## src/rtl/ram_pkg.sv

```systemverilog
// Shared sizing for the 16x8 dual-port RAM and its FIFO controller.
package ram_pkg;
  localparam int unsigned RAM_AW    = 4;
  localparam int unsigned RAM_DW    = 8;
  localparam int unsigned RAM_DEPTH = 2 ** RAM_AW;
endpackage

```

## src/rtl/fifo_ctrl_16x8_if.sv

```systemverilog
// User handshake and RAM-side bus of the FIFO controller.
interface fifo_ctrl_16x8_if
  import ram_pkg::*;
#(
  parameter int unsigned AW = RAM_AW,
  parameter int unsigned DW = RAM_DW
) ();
  logic          push;
  logic          pop;
  logic          flush;
  logic [DW-1:0] din;
  logic          ram_wr_en;
  logic [AW-1:0] ram_wr_addr;
  logic [DW-1:0] ram_din;
  logic          ram_rd_en;
  logic [AW-1:0] ram_rd_addr;
  logic          dout_valid;
  logic          full;
  logic          empty;
  logic [AW:0]   count;
  logic          overflow;
  logic          underflow;

  modport master (
    output push, pop, flush, din,
    input  ram_wr_en, ram_wr_addr, ram_din, ram_rd_en, ram_rd_addr,
    input  dout_valid, full, empty, count, overflow, underflow
  );

  modport slave (
    input  push, pop, flush, din,
    output ram_wr_en, ram_wr_addr, ram_din, ram_rd_en, ram_rd_addr,
    output dout_valid, full, empty, count, overflow, underflow
  );
endinterface

```

## src/rtl/fifo_ctrl_16x8_ptr.sv

```systemverilog
// Wrapping FIFO pointer, one bit wider than the RAM address.
module fifo_ptr
  import ram_pkg::*;
#(
  parameter int unsigned PW = RAM_AW + 1
) (
  input  logic          clk,
  input  logic          rst,
  input  logic          i_en,
  input  logic          i_flush,
  output logic [PW-1:0] o_ptr
);
  logic [PW-1:0] r_ptr;

  always_ff @(posedge clk) begin
    if (rst || i_flush) begin
      r_ptr <= '0;
    end else if (i_en) begin
      r_ptr <= r_ptr + 1'b1;
    end
  end

  assign o_ptr = r_ptr;
endmodule

```

## src/rtl/fifo_ctrl_16x8_wrap.sv

```systemverilog
// Test wrapper joining the FIFO controller to the 16x8 dual-port RAM.
module fifo_ctrl_16x8_wrap
  import ram_pkg::*;
(
  input  logic              clk,
  input  logic              rst,
  input  logic              i_push,
  input  logic              i_pop,
  input  logic              i_flush,
  input  logic [RAM_DW-1:0] i_din,
  output logic [RAM_DW-1:0] o_dout,
  output logic              o_dout_valid,
  output logic              o_full,
  output logic              o_empty,
  output logic [RAM_AW:0]   o_count,
  output logic              o_overflow,
  output logic              o_underflow
);
  fifo_ctrl_16x8_if #(.AW(RAM_AW), .DW(RAM_DW)) w_bus ();

  assign w_bus.push  = i_push;
  assign w_bus.pop   = i_pop;
  assign w_bus.flush = i_flush;
  assign w_bus.din   = i_din;

  fifo_ctrl_16x8 #(.AW(RAM_AW), .DW(RAM_DW)) u_ctrl (
    .clk(clk),
    .rst(rst),
    .bus(w_bus)
  );

  ram_dp_16x8 #(.AW(RAM_AW), .DW(RAM_DW)) u_ram (
    .clk      (clk),
    .i_wr_en  (w_bus.ram_wr_en),
    .i_wr_addr(w_bus.ram_wr_addr),
    .i_din    (w_bus.ram_din),
    .i_rd_en  (w_bus.ram_rd_en),
    .i_rd_addr(w_bus.ram_rd_addr),
    .o_dout   (o_dout)
  );

  assign o_dout_valid = w_bus.dout_valid;
  assign o_full       = w_bus.full;
  assign o_empty      = w_bus.empty;
  assign o_count      = w_bus.count;
  assign o_overflow   = w_bus.overflow;
  assign o_underflow  = w_bus.underflow;
endmodule

```

## src/rtl/ram_dp_16x8.sv

```systemverilog
// Simple dual-port RAM, registered read; a same-address write returns the old word.
module ram_dp_16x8
  import ram_pkg::*;
#(
  parameter int unsigned AW = RAM_AW,
  parameter int unsigned DW = RAM_DW
) (
  input  logic          clk,
  input  logic          i_wr_en,
  input  logic [AW-1:0] i_wr_addr,
  input  logic [DW-1:0] i_din,
  input  logic          i_rd_en,
  input  logic [AW-1:0] i_rd_addr,
  output logic [DW-1:0] o_dout
);
  logic [DW-1:0] r_mem [2**AW];
  logic [DW-1:0] r_dout;

  always_ff @(posedge clk) begin
    if (i_wr_en) r_mem[i_wr_addr] <= i_din;
    if (i_rd_en) r_dout <= r_mem[i_rd_addr];
  end

  assign o_dout = r_dout;
endmodule

```

## src/rtl/fifo_ctrl_16x8.sv

```systemverilog
// FIFO controller for an external 1-cycle-latency dual-port RAM; holds no data.
module fifo_ctrl_16x8
  import ram_pkg::*;
#(
  parameter int unsigned AW = RAM_AW,
  parameter int unsigned DW = RAM_DW
) (
  input logic              clk,
  input logic              rst,
  fifo_ctrl_16x8_if.slave  bus
);
  logic [AW:0]   w_wr_ptr;
  logic [AW:0]   w_rd_ptr;
  logic [DW-1:0] w_din;
  logic          w_block;
  logic          w_full;
  logic          w_empty;
  logic          w_push_ok;
  logic          w_pop_ok;
  logic          r_dout_valid;
  logic          r_overflow;
  logic          r_underflow;

  assign w_block = rst | bus.flush;
  assign w_empty = (w_wr_ptr == w_rd_ptr);
  assign w_full  = (w_wr_ptr[AW] != w_rd_ptr[AW]) &&
                   (w_wr_ptr[AW-1:0] == w_rd_ptr[AW-1:0]);

  // A full FIFO is never empty, so a pop alongside frees the slot the push reuses.
  assign w_pop_ok  = bus.pop & ~w_empty & ~w_block;
  assign w_push_ok = bus.push & (~w_full | bus.pop) & ~w_block;

  fifo_ptr #(.PW(AW + 1)) u_wr_ptr (
    .clk    (clk),
    .rst    (rst),
    .i_en   (w_push_ok),
    .i_flush(bus.flush),
    .o_ptr  (w_wr_ptr)
  );

  fifo_ptr #(.PW(AW + 1)) u_rd_ptr (
    .clk    (clk),
    .rst    (rst),
    .i_en   (w_pop_ok),
    .i_flush(bus.flush),
    .o_ptr  (w_rd_ptr)
  );

  always_ff @(posedge clk) begin
    if (rst) begin
      r_dout_valid <= 1'b0;
      r_overflow   <= 1'b0;
      r_underflow  <= 1'b0;
    end else if (bus.flush) begin
      r_dout_valid <= 1'b0;
      r_overflow   <= 1'b0;
      r_underflow  <= 1'b0;
    end else begin
      r_dout_valid <= w_pop_ok;
      if (bus.push && !w_push_ok) r_overflow  <= 1'b1;
      if (bus.pop  && !w_pop_ok)  r_underflow <= 1'b1;
    end
  end

  assign w_din           = bus.din;
  assign bus.ram_din     = w_din;
  assign bus.ram_wr_en   = w_push_ok;
  assign bus.ram_wr_addr = w_wr_ptr[AW-1:0];
  assign bus.ram_rd_en   = w_pop_ok;
  assign bus.ram_rd_addr = w_rd_ptr[AW-1:0];
  assign bus.dout_valid  = r_dout_valid;
  assign bus.full        = w_full;
  assign bus.empty       = w_empty;
  assign bus.count       = w_wr_ptr - w_rd_ptr;
  assign bus.overflow    = r_overflow;
  assign bus.underflow   = r_underflow;
endmodule

```

## config.mk

```make
export PLATFORM = sky130hd
export DESIGN_NAME = fifo_ctrl_16x8_wrap
export DESIGN_NICKNAME = d
export VERILOG_FILES = /design/src/rtl/ram_pkg.sv /design/src/rtl/fifo_ctrl_16x8_if.sv /design/src/rtl/fifo_ctrl_16x8_ptr.sv /design/src/rtl/fifo_ctrl_16x8_wrap.sv /design/src/rtl/ram_dp_16x8.sv /design/src/rtl/fifo_ctrl_16x8.sv
export SDC_FILE = /design/constraint.sdc
export NUM_CORES = 1
export LEC_CHECK = 0
export CELL_PAD_IN_SITES_DETAIL_PLACEMENT = 1
export CELL_PAD_IN_SITES_GLOBAL_PLACEMENT = 1
export CORE_MARGIN = 2
export CORE_UTILIZATION = 52
export CTS_BUF_LIST = sky130_fd_sc_hd__clkbuf_2
export DETAILED_ROUTE_END_ITERATION = 10
export GPL_ROUTABILITY_DRIVEN = 0
export GPL_TIMING_DRIVEN = 0
export PLACE_DENSITY_LB_ADDON = 0.1
export SLEW_MARGIN = 40
export SYNTH_ARGS = -nofsm -noshare
export SYNTH_HDL_FRONTEND = slang
export SYNTH_HIERARCHICAL = 1
export SYNTH_SLANG_ARGS = --single-unit
```

## constraint.sdc

```tcl
create_clock -name clk -period 3.24 [get_ports clk]
set_input_delay 0.972 -clock clk [delete_from_list [all_inputs] [get_ports clk]]
set_output_delay 0.972 -clock clk [all_outputs]
set_load 0.01 [all_outputs]
```

---- Word level (Yosys, flattened, before mapping) ----
Memory sizes are Yosys's and may differ from the RTL's. A register that Yosys moved wholly into a read port is not among the register bits.
Index checks and enable logic that the tools add are counted.
W data, S select, Z words.
word-level totals
  memories kept ........................... 1
  input bits .............................. 13
  bits in writable memories ............... 128
  bits in registers ....................... 13
  output and inout bits ................... 18
cells by class
  $add $sub $neg .......................... 3
  reduce and logical (&&, ||, !) cells .... 7
  mux-type cells .......................... 2
  bitwise operators ....................... 9
  eq/ne operators ......................... 3
memory list
  name         depth  width  read ports  clocked after memory_dff  wr ports  RTL line           RTL
  u_ram.r_mem  16     8      1           1                         1         ram_dp_16x8.sv:16  logic [DW-1:0] r_mem [2**AW];
operator list
  cell                   number
  $add A5 B1 Y5 const B  2
  $eq A5 B5 Y1           1
  $sub A5 B5 Y5          1
  $and A1 B1 Y1          4
  $eq A4 B4 Y1           1
  $logic_and A1 B1 Y1    3
  $not A1 Y1             3
  $logic_not A1 Y1       2
  $mux W1                2
  $or A1 B1 Y1           2
  $reduce_or A2 Y1       1
  $logic_or A1 B1 Y1     1
  $ne A1 B1 Y1           1

---- Longest topological paths before layout ----
Gate-level depths: netlist of the first run.
  word-level depth ........................ 8
  mapped depth ............................ 8
  mapped depth without buffers ............ 7

---- Cells and area by module ----
Netlist of the first run, hierarchy kept.
by module, submodules not included
  module          seq. area each (um2)  area each (um2)  cells an instance  instances
  ram_dp_16x8     4,083.9               5,227.5          229                1
  fifo_ptr        100.1                 239.0            23                 2
  fifo_ctrl_16x8  60.1                  366.6            45                 1

---- Worst setup path after synthesis of the first run ----
No wires, ideal clock.
  kind .................................... in2reg
  start point ............................. in i_flush
  end point ............................... mem u_ram/r_mem[0][0] (netlist name), enable pin
  setup slack ............................. 279 ps
  cell stages on the path ................. 5
  buffers on the path ..................... 0
  arrival time ............................ 2,577 ps
  path through ............................ nor2_1 -> nand2_1 -> a21oi_1 -> or3b_2 -> nor3_1
between the ends
  word-level cells in the longest chain between the ends .. 5
ends and longest elaborated chain
  item                           RTL line                  RTL
  from (decl)                    fifo_ctrl_16x8_wrap.sv:9  input logic i_flush,
  $or A1 B1 Y1                   fifo_ctrl_16x8.sv:24      assign w_block = rst | bus.flush;
  $not A1 Y1                     fifo_ctrl_16x8.sv:31      assign w_push_ok = bus.push & (~w_full | bus.pop) & ~w_block;
  $and A1 B1 Y1                  fifo_ctrl_16x8.sv:31
  net w_bus.ram_wr_en            fifo_ctrl_16x8_if.sv:12   logic ram_wr_en;
  $mux W1                        ram_dp_16x8.sv:20         if (i_wr_en) r_mem[i_wr_addr] <= i_din;
  $mux W1 (implied by the code)  ram_dp_16x8.sv:20
  to (decl)                      ram_dp_16x8.sv:16
The timed path passes the listed nets, and every way through them passes these cells.

---- Final worst setup path of the first run ----
  start point ............................. reg u_ctrl.u_rd_ptr.r_ptr[0], in the netlist u_ctrl/u_rd_ptr/o_ptr[0]
  end point ............................... out o_count[4]
between the ends
  word-level cells in the longest chain between the ends .. 1
ends and longest elaborated chain
  item                    RTL line                   RTL
  from (decl)             fifo_ctrl_16x8_ptr.sv:13   logic [PW-1:0] r_ptr;
  from (signal assigned)  fifo_ctrl_16x8_ptr.sv:19   r_ptr <= r_ptr + 1'b1;
  $sub A5 B5 Y5           fifo_ctrl_16x8.sv:74       assign bus.count = w_wr_ptr - w_rd_ptr;
  to (decl)               fifo_ctrl_16x8_wrap.sv:15  output logic [RAM_AW:0] o_count,
No other way between the ends.

==> summary.json, run 1 <==
{
  "p_total_mw": 3.04,
  "postSynthNetCount": 340,
  "num-nets-final": 389,
  "ys_seq_area_frac": 0.715,
  "final-setup-viol-count": 0,
  "vias": 3110,
  "cts_num_sinks": 149,
  "number_of_cells_produced_by_synthesis": 320,
  "synthToLayoutAreaGrowth_pct": 12.6,
  "final_layout_size_suffix_gt1_frac": 0.285,
  "drc": 0,
  "place.detailed.instances": 487,
  "vdd.ir_drop.worst_mv": 0.303,
  "first_pass_grt_wire_length_um": 19600,
  "clk_transition_reported_paths_ps": 210,
  "power_leakage_nw": 2.20,
  "grt_max_degree": 17,
  "worstPathRequired_ps": 2270,
  "crit_path_end_kind": "output port",
  "antenna_found_initial": 0,
  "pre_cts_worst_setup_slack_ps": -920,
  "clockRootBuffer": "sky130_fd_sc_hd__clkbuf_2",
  "cts_buffer_depth": 2,
  "max_slew_margin": 0.472,
  "cts-buffers-inserted": 17,
  "cts.htree.levels": 4,
  "worst_pin_slew_ps": 788,
  "rsz0062_at_grt": "true",
  "grt_pass1_vias": 3306,
  "avgSynthCellArea_sq_um": 19.0,
  "placement.io_buffers": 22,
  "power-per-cell-area_nw_per_um2": 445,
  "placeableCoreArea_sq_um": 11400,
  "start_util": 0.532,
  "drt_pass1_iterations": 4,
  "hold_path.class": "reg -> reg",
  "synth.lib_cells_used.distinct": 37,
  "dpl.hpwl_um": 8400,
  "worstSetupPathType": "reg -> out",
  "worstPathArrival_ps": 2250,
  "viasPerCell": 5.92,
  "final.min_clock_period_ps": 3220,
  "stdcell_area_sq_um": 6840,
  "timing.final.crit_share": 0.994,
  "critical_path.max_fanout": 2,
  "antenna_cell_count": 0,
  "dieHeight_um": 112,
  "postLayoutSetupSlackWorst_ps": 18.6,
  "drv.max_cap_violation_count": 0,
  "placedInstanceArea_sq_um": 6510,
  "ys_ff_latch": 149,
  "fillCellCount": 1023,
  "cts_tree": "yes",
  "holdWs_ps": 514,
  "synthesis.area_sq_um": 6070,
  "global_route.usage.total": 0.220,
  "maxClockFrequency_mhz": 310,
  "ys.warnings.count": 6,
  "final_antenna_net_count": 0,
  "final_cells": 525,
  "routed_wirelength_um": 12800,
  "die_ar_sq_um": 12600,
  "run_status": "completed",
  "ioPinCount": 31,
  "core.rowCount": 39,
  "worst_setup_path_start_kind": "flop",
  "global_route.overflow_total": 0,
  "die_width_um": 112,
  "dr.first_iter.drc_count": 229,
  "hold_viol_final": 0,
  "timing.clock.skew_ps": 33.9,
  "slew_violations": 0,
  "wl_per_cell_um": 24.3,
  "clock_insertion_delay_worst_skew_ps": 710
}
==> kinds of logic after synthesis <==
group / synth area share
buffers and inverters: 0.0321
DFF: 0.715
and+or+nand+nor: 0.0569
xor gates and xnor gates: 0.0101
adders and majority gates: 0.0157
muxes: 0.138
AOI/OAI and AO/OA: 0.0317
==> registers in the layout (all words and copies together), names as in the netlist <==
register / cells
u_ctrl/bus.dout_valid: 1
u_ctrl/bus.overflow: 1
u_ctrl/bus.underflow: 1
u_ctrl/u_rd_ptr/o_ptr: 5
u_ctrl/u_wr_ptr/o_ptr: 5
u_ram/o_dout: 8
u_ram/r_mem: 128
==> critical path, cell delays in order (launching register included) <==
cell,delay [ps]
sky130_fd_sc_hd__dfxtp_4,420
sky130_fd_sc_hd__ha_4,140
sky130_fd_sc_hd__inv_2,30
sky130_fd_sc_hd__fa_2,370
sky130_fd_sc_hd__a21o_1,200
sky130_fd_sc_hd__a21oi_2,130
sky130_fd_sc_hd__xnor2_1,120
sky130_fd_sc_hd__buf_2,140
==> worst paths after layout <==
path / startpoint / to / slack (ps) / depth (start not counted)
worst max-delay path: u_ctrl/u_rd_ptr/o_ptr[0]$_SDFFE_PP0P_ / o_count[4] / 20 / 7
worst max register to register: u_ctrl/u_wr_ptr/o_ptr[3]$_SDFFE_PP0P_ / u_ram/r_mem[3][7]$_DFFE_PP_ / 410 / 6
worst min-delay path: u_ctrl/bus.underflow$_SDFFE_PN0P_ / u_ctrl/bus.underflow$_SDFFE_PN0P_ / 510 / 1
worst min register to register: u_ctrl/bus.underflow$_SDFFE_PN0P_ / u_ctrl/bus.underflow$_SDFFE_PN0P_ / 510 / 1
==> metrics by stage <==
| stage | util | TNS [ps] |
|---|---|---|
| after floorplan | - | 0 |
| after global placement | 0.567 | -100750 |
| after detailed placement | 0.570 | -88930 |
| after CTS | 0.595 | -99.9 |
| after global routing | 0.599 | -378 |
| final | 0.599 | 0 |
==> Yosys cell counts <==
library cell,count,area share
sky130_fd_sc_hd__edfxtp_1,136,0.67
sky130_fd_sc_hd__nor2_1,20,0.012
sky130_fd_sc_hd__mux4_2,18,0.067
sky130_fd_sc_hd__a22oi_1,16,0.020
sky130_fd_sc_hd__mux4_1,14,0.061
sky130_fd_sc_hd__dfxtp_1,13,0.043
sky130_fd_sc_hd__nand2_1,11,0.0068
sky130_fd_sc_hd__buf_4,9,0.011
sky130_fd_sc_hd__nor3_1,9,0.0074
sky130_fd_sc_hd__inv_1,7,0.0043
sky130_fd_sc_hd__ha_1,6,0.012
sky130_fd_sc_hd__a21oi_1,5,0.0041
sky130_fd_sc_hd__buf_6,5,0.0093
sky130_fd_sc_hd__mux2_1,4,0.0074
sky130_fd_sc_hd__nand3b_1,4,0.0049
sky130_fd_sc_hd__nand4_1,4,0.0041
sky130_fd_sc_hd__nor3b_1,4,0.0049
sky130_fd_sc_hd__xnor2_1,4,0.0058
sky130_fd_sc_hd__buf_2,3,0.0025
sky130_fd_sc_hd__clkdlybuf4s25_2,3,0.0049
sky130_fd_sc_hd__xor2_1,3,0.0043
sky130_fd_sc_hd__a21bo_1,2,0.0033
sky130_fd_sc_hd__mux2i_1,2,0.0033
sky130_fd_sc_hd__nand2b_1,2,0.0021
sky130_fd_sc_hd__nor4_1,2,0.0021
sky130_fd_sc_hd__o21a_1,2,0.0025
sky130_fd_sc_hd__or2_2,2,0.0021
sky130_fd_sc_hd__a21o_1,1,0.0012
sky130_fd_sc_hd__and2_1,1,0.0010
sky130_fd_sc_hd__and2b_1,1,0.0012
sky130_fd_sc_hd__fa_1,1,0.0033
sky130_fd_sc_hd__nand3_1,1,0.00082
sky130_fd_sc_hd__nand4_2,1,0.0021
sky130_fd_sc_hd__nor2b_1,1,0.0010
sky130_fd_sc_hd__nor4b_2,1,0.0025
sky130_fd_sc_hd__o21ai_1,1,0.00082
sky130_fd_sc_hd__or3b_2,1,0.0014
==> cell type report <==
class	instances	area (sq um)	area share
inverter	7	28.8	0.00421
clock buffer	17	85.1	0.0124
timing repair buffer	30	264	0.0386
tap	143	179	0.0262
clock inverter	15	108	0.0157
sequential	149	4370	0.639
multi-input combinational	144	1630	0.239
buffer	20	169	0.0247
==> what timing repair did <==
item                       4_1_cts  5_1_grt
setup buffers                    5        1
pin swaps                        0        4
resized for setup               33        7
hold buffers                     0        0
setup endpoints to repair       93       56
==> per-layer routing <==
metal | share of wire | GRT usage | vias up
met4 | 0.020 | 0.0813 | 0
met1 | 0.46 | 0.312 | 1628
met2 | 0.48 | 0.344 | 68
li1 | - | - | 1394
met5 | 0 | 0 | -
met3 | 0.037 | 0.0486 | 20
==> power by group <==
group / leakage, nW / switching, mW / internal [mW]
Combinational: 0.755 / 0.0516 / 0.0271
Clock: 0.107 / 0.673 / 0.199
Sequential: 1.33 / 0.00168 / 2.09
Total: 2.20 / 0.726 / 2.32
==> layout by cell type, fill, tap and decap left out, types with 5 or more instances in the layout <==
cell / instances
sky130_fd_sc_hd__buf_6: 5
sky130_fd_sc_hd__clkdlybuf4s50_1: 16
sky130_fd_sc_hd__nor3_1: 5
sky130_fd_sc_hd__buf_2: 6
sky130_fd_sc_hd__dfxtp_1: 6
sky130_fd_sc_hd__clkinvlp_4: 6
sky130_fd_sc_hd__clkbuf_2: 17
sky130_fd_sc_hd__nor2_1: 14
sky130_fd_sc_hd__mux4_1: 14
sky130_fd_sc_hd__buf_4: 15
sky130_fd_sc_hd__a22oi_1: 16
sky130_fd_sc_hd__edfxtp_1: 136
sky130_fd_sc_hd__inv_1: 5
sky130_fd_sc_hd__nor2_2: 5
sky130_fd_sc_hd__mux4_2: 18
sky130_fd_sc_hd__dfxtp_4: 7
sky130_fd_sc_hd__dlygate4sd2_1: 5
sky130_fd_sc_hd__nand2_1: 11
Power figures use the tool's default switching activity.
==> inputs of run 2 (changes only) <==
Settings changed: ABC_AREA set to 1, CORE_UTILIZATION 52 to 49.
==> summary.json, run 2 <==
{
  "run_status": "completed",
  "totalNegativeSetupSlack": {"value": 0, "unit": "ps", "change": "unchanged"},
  "cts-buffers-inserted": {"value": 17, "change": "unchanged"},
  "count_leader_synth": "sky130_fd_sc_hd__nand2_1",
  "ctsHoldBuffers": {"value": 0, "change": "unchanged"},
  "synth.area.mux_share": {"value": 0, "change": "-0.138"},
  "slowest_stage_cell_crit_path": "sky130_fd_sc_hd__fa_2",
  "cts.htree.levels": {"value": 4, "change": "unchanged"},
  "viasPerCell": {"value": 5.30, "change": "-11%"},
  "synth_adder_area_share": {"value": 0.0142, "change": "-0.00146"},
  "clockRootBuffer": "sky130_fd_sc_hd__clkbuf_2",
  "crit_path_end_kind": "output port",
  "worst_hold_path.num_cells": {"value": 2, "change": "+1"},
  "maxClockFrequency": {"value": 322, "unit": "MHz", "change": "+3.7%"},
  "worstHoldStart": "u_ctrl/bus.underflow$_SDFFE_PN0P_",
  "worstPathRequired": {"value": 2270, "unit": "ps", "change": "about the same"},
  "die_width": {"value": 121, "unit": "um", "change": "+7.9%"},
  "grt_max_degree": {"value": 17, "change": "unchanged"},
  "power-per-cell-area": {"value": 419, "unit": "nW/um^2", "change": "-5.9%"},
  "synthesis.area": {"value": 6700, "unit": "sq um", "change": "+10%"},
  "layout.cells.most_common_list": "sky130_fd_sc_hd__nand2_1, sky130_fd_sc_hd__edfxtp_1, sky130_fd_sc_hd__inv_1, sky130_fd_sc_hd__nand3_1, sky130_fd_sc_hd__clkbuf_2",
  "final.min_clock_period": {"value": 3110, "unit": "ps", "change": "-115 ps"},
  "worstSetupPathType": "reg -> out",
  "postSynthNetCount": {"value": 695, "change": "+100%"},
  "post_synth_xor_area_fraction": {"value": 0.00131, "change": "-0.00879"},
  "antenna_cell_count": {"value": 0, "change": "unchanged"},
  "synth.lib_cells_used.distinct": {"value": 23, "change": "-38%"},
  "worst_setup_path_start_kind": "flop",
  "dr.first_iter.drc_count": {"value": 445, "change": "+94%"},
  "worstPathArrival": {"value": 2130, "unit": "ps", "change": "-120 ps"},
  "worst_r2r_startpoint": "u_ctrl/u_rd_ptr/o_ptr[1]$_SDFFE_PP0P_",
  "synth.cells.most_frequent": "sky130_fd_sc_hd__nand2_1, sky130_fd_sc_hd__edfxtp_1, sky130_fd_sc_hd__inv_1",
  "final_layout_size_suffix_gt1_frac": {"value": 0.142, "change": "-0.143"},
  "die_ar": {"value": 14600, "unit": "sq um", "change": "+16%"},
  "synthTopCellsByArea": "sky130_fd_sc_hd__edfxtp_1, sky130_fd_sc_hd__nand2_1, sky130_fd_sc_hd__nand3_1",
  "number_of_cells_produced_by_synthesis": {"value": 675, "change": "+110%"},
  "synthSimpleGateAreaFrac": {"value": 0.221, "change": "+0.165"},
  "holdWs": {"value": 473, "unit": "ps", "change": "-41.1 ps"},
  "ys.warnings.count": {"value": 6, "change": "unchanged"},
  "rr_worst_depth": {"value": 9, "change": "+3"},
  "slew_violations": {"value": 0, "change": "unchanged"},
  "avgSynthCellArea": {"value": 9.92, "unit": "sq um", "change": "-48%"},
  "yosys_most_used_dff": "sky130_fd_sc_hd__edfxtp_1",
  "worst_path_dominant_cell_family": "adder cells",
  "area.sequential": {"value": 4370, "unit": "sq um", "change": "about the same"},
  "first_pass_grt_wire_length": {"value": 27800, "unit": "um", "change": "+42%"},
  "drt_pass1_iterations": {"value": 5, "change": "+1"},
  "stdcell_area": {"value": 7430, "unit": "sq um", "change": "+8.7%"},
  "ioPinCount": {"value": 31, "change": "unchanged"},
  "global_route.usage.total": {"value": 0.263, "change": "+0.0421"},
  "synthToLayoutAreaGrowth_pct": 11.0,
  "routed_wirelength": {"value": 17900, "unit": "um", "change": "+41%"},
  "vias": {"value": 4817, "change": "+55%"},
  "dieHeight": {"value": 121, "unit": "um", "change": "+7.9%"},
  "hold_path.class": "reg -> reg",
  "max_slew_margin": {"value": 0.465, "change": "-0.00741"},
  "clk_transition_reported_paths": {"value": 200, "unit": "ps", "change": "about the same"},
  "cp_num_buf_inv": {"value": 3, "change": "+1"},
  "num-nets-final": {"value": 740, "change": "+90%"},
  "placement.io_buffers": {"value": 22, "change": "unchanged"},
  "timing.final.crit_share": {"value": 0.959, "change": "-0.0354"},
  "max_ffs_per_register": {"value": 128, "change": "unchanged"},
  "dpl.hpwl": {"value": 12000, "unit": "um", "change": "+43%"},
  "timing.clock.skew": {"value": 39.4, "unit": "ps", "change": "+5.45 ps"},
  "ys_ff_latch": {"value": 149, "change": "unchanged"},
  "power_leakage": {"value": 3.13, "unit": "nW", "change": "+42%"},
  "drv.max_cap_violation_count": {"value": 0, "change": "unchanged"},
  "placeableCoreArea": {"value": 13300, "unit": "sq um", "change": "+16%"},
  "area_occupied_by_multi_input_gates": {"value": 1730, "unit": "sq um", "change": "+6.3%"},
  "vdd.ir_drop.worst": {"value": 0.245, "unit": "mV", "change": "-19%"},
  "core.rowCount": {"value": 42, "change": "+7.7%"},
  "timing.reg2reg.setup_slack": {"value": 720, "unit": "ps", "change": "+310 ps"},
  "final-setup-viol-count": {"value": 0, "change": "unchanged"},
  "main_combinational_cell_family_by_area_after_synthesis": "simple AND/OR/NAND/NOR gates",
  "synth_compound_gate_area_share": {"value": 0.0116, "change": "-0.0201"},
  "worst_pin_slew": {"value": 800, "unit": "ps", "change": "+11.1 ps"},
  "drc": {"value": 0, "change": "unchanged"},
  "antenna_found_initial": {"value": 0, "change": "unchanged"},
  "wl_per_cell": {"value": 19.7, "unit": "um", "change": "-19%"},
  "ys_seq_area_frac": {"value": 0.649, "change": "-0.0667"},
  "number_of_flops_mapped_to_enable_cells_by_yosys": {"value": 136, "change": "unchanged"},
  "grt_pass1_vias": {"value": 5014, "change": "+52%"},
  "post-route-util": {"value": 0.559, "change": "-0.0395"},
  "rsz0062_at_grt": "true",
  "placedInstanceArea": {"value": 7150, "unit": "sq um", "change": "+9.9%"},
  "crit_path_cell_trace": "inv_1 > ha_1 > inv_1 > fa_2 > dlygate4sd2_1",
  "worst_hold_path.endpoint": "u_ctrl/bus.underflow$_SDFFE_PN0P_",
  "synthDominantCellAreaShare": {"value": 0.610, "change": "-0.0627"},
  "global_route.overflow_total": {"value": 0, "change": "unchanged"},
  "crit_top_cell": "sky130_fd_sc_hd__inv_1",
  "critical_path.max_fanout": {"value": 2, "change": "unchanged"},
  "synth_top_area_cell": "sky130_fd_sc_hd__edfxtp_1",
  "worstReg2RegEnd": "u_ram/r_mem[15][5]$_DFFE_PP_",
  "cts_num_sinks": {"value": 149, "change": "unchanged"},
  "fillCellCount": {"value": 1508, "change": "+47%"},
  "final_common_cell": "sky130_fd_sc_hd__nand2_1",
  "cts_tree": "yes",
  "clock_insertion_delay_worst_skew": {"value": 720, "unit": "ps", "change": "about the same"},
  "asyncSetResetFlopFracSynth": {"value": 0, "change": "unchanged"},
  "start_util": {"value": 0.504, "change": "-0.0281"},
  "hold_viol_final": {"value": 0, "change": "unchanged"},
  "final_antenna_net_count": {"value": 0, "change": "unchanged"},
  "largest_register": "u_ram/r_mem",
  "max_stage_delay": {"value": 440, "unit": "ps", "change": "+20 ps"},
  "cts_buffer_depth": {"value": 2, "change": "unchanged"}
}
==> run 2: changes by cell type after synthesis, sizes merged, moves of 15 or more <==
cell / before / now
nand2: 11 / 205
buf: 17 / 32
nand3: 1 / 102
nor2: 20 / 38
a22oi: 16 / 0
mux4: 32 / 0
inv: 7 / 123
==> run 2: cell families after synthesis <==
logic type / count (synthesis)
fa+ha+maj: 7
flops: 149
xor+xnor: 1
buf+inv: 155
simple gates: 348
compound gates: 15
==> run 2: cell type report <==
type                    instances  area share
well taps                     176      0.0296
inverters                     123      0.0621
plain buffers                  32      0.0305
multi-input cells             371       0.233
clock inverters                 7     0.00825
repair buffers                 26      0.0316
flip-flops and latches        149       0.588
clock buffers                  25      0.0168
==> run 2: per-layer routing <==
metal  wire length [um]  vias up  GRT usage  part of all wire
met4                370        0     0.0930             0.021
li1                   -     2243          -                 -
met5                  0        -          0                 0
met1               7620     2358      0.351              0.42
met2               8590      185      0.427              0.48
met3               1360       31     0.0531             0.076
==> run 2: worst max-delay path by stage <==
| stage | startpoint | end | slack, ps | cells after the start |
|---|---|---|---|---|
| 4_1_cts | u_ctrl/u_wr_ptr/o_ptr[0]$_SDFFE_PP0P_ | o_count[4] | -30 | 9 |
| 3_5_place_dp | i_flush | u_ram/r_mem[9][5]$_DFFE_PP_ | -140 | 8 |
| 6_report | u_ctrl/u_wr_ptr/o_ptr[0]$_SDFFE_PP0P_ | o_count[1] | 130 | 5 |
| 5_1_grt | u_ctrl/u_wr_ptr/o_ptr[0]$_SDFFE_PP0P_ | o_count[4] | -10 | 9 |
| 3_3_place_gp | rst | u_ctrl/u_rd_ptr/o_ptr[4]$_SDFFE_PP0P_ | -160 | 11 |
| 2_1_floorplan | rst | u_ctrl/u_rd_ptr/o_ptr[4]$_SDFFE_PP0P_ | 880 | 10 |
==> run 2: worst register-to-register path, stage by stage (launching register included) <==
cell and delay, ps:
sky130_fd_sc_hd__dfxtp_2 380, sky130_fd_sc_hd__inv_1 60, sky130_fd_sc_hd__ha_1 300, sky130_fd_sc_hd__nand2_2 90, sky130_fd_sc_hd__nor2_4 50, sky130_fd_sc_hd__nand3_1 70, sky130_fd_sc_hd__nand2_1 70, sky130_fd_sc_hd__inv_1 230
sky130_fd_sc_hd__nand3_1 250, sky130_fd_sc_hd__nor2_1 660
==> run 2: what timing repair did <==
action,in CTS,in global routing
resized for setup,26,8
setup buffers,4,0
pin swaps,0,2
setup endpoints to repair,7,5
==> run 2: stage by stage <==
step / power [mW] / cells / worst slack, ps
after floorplan: 2.20 / 675 / 879
after global placement: 2.23 / 873 / -159
after detailed placement: 2.24 / 873 / -137
after CTS: 3.13 / 909 / -30.8
after global routing: 3.21 / 909 / -14.1
final: 3.12 / 909 / 133
==> run 2: where the power goes <==
group	internal, mW	total, mW	switching, mW
combinational	0.0292	0.0955	0.0663
clock	0.294	0.923	0.629
sequential	2.09	2.10	0.00248
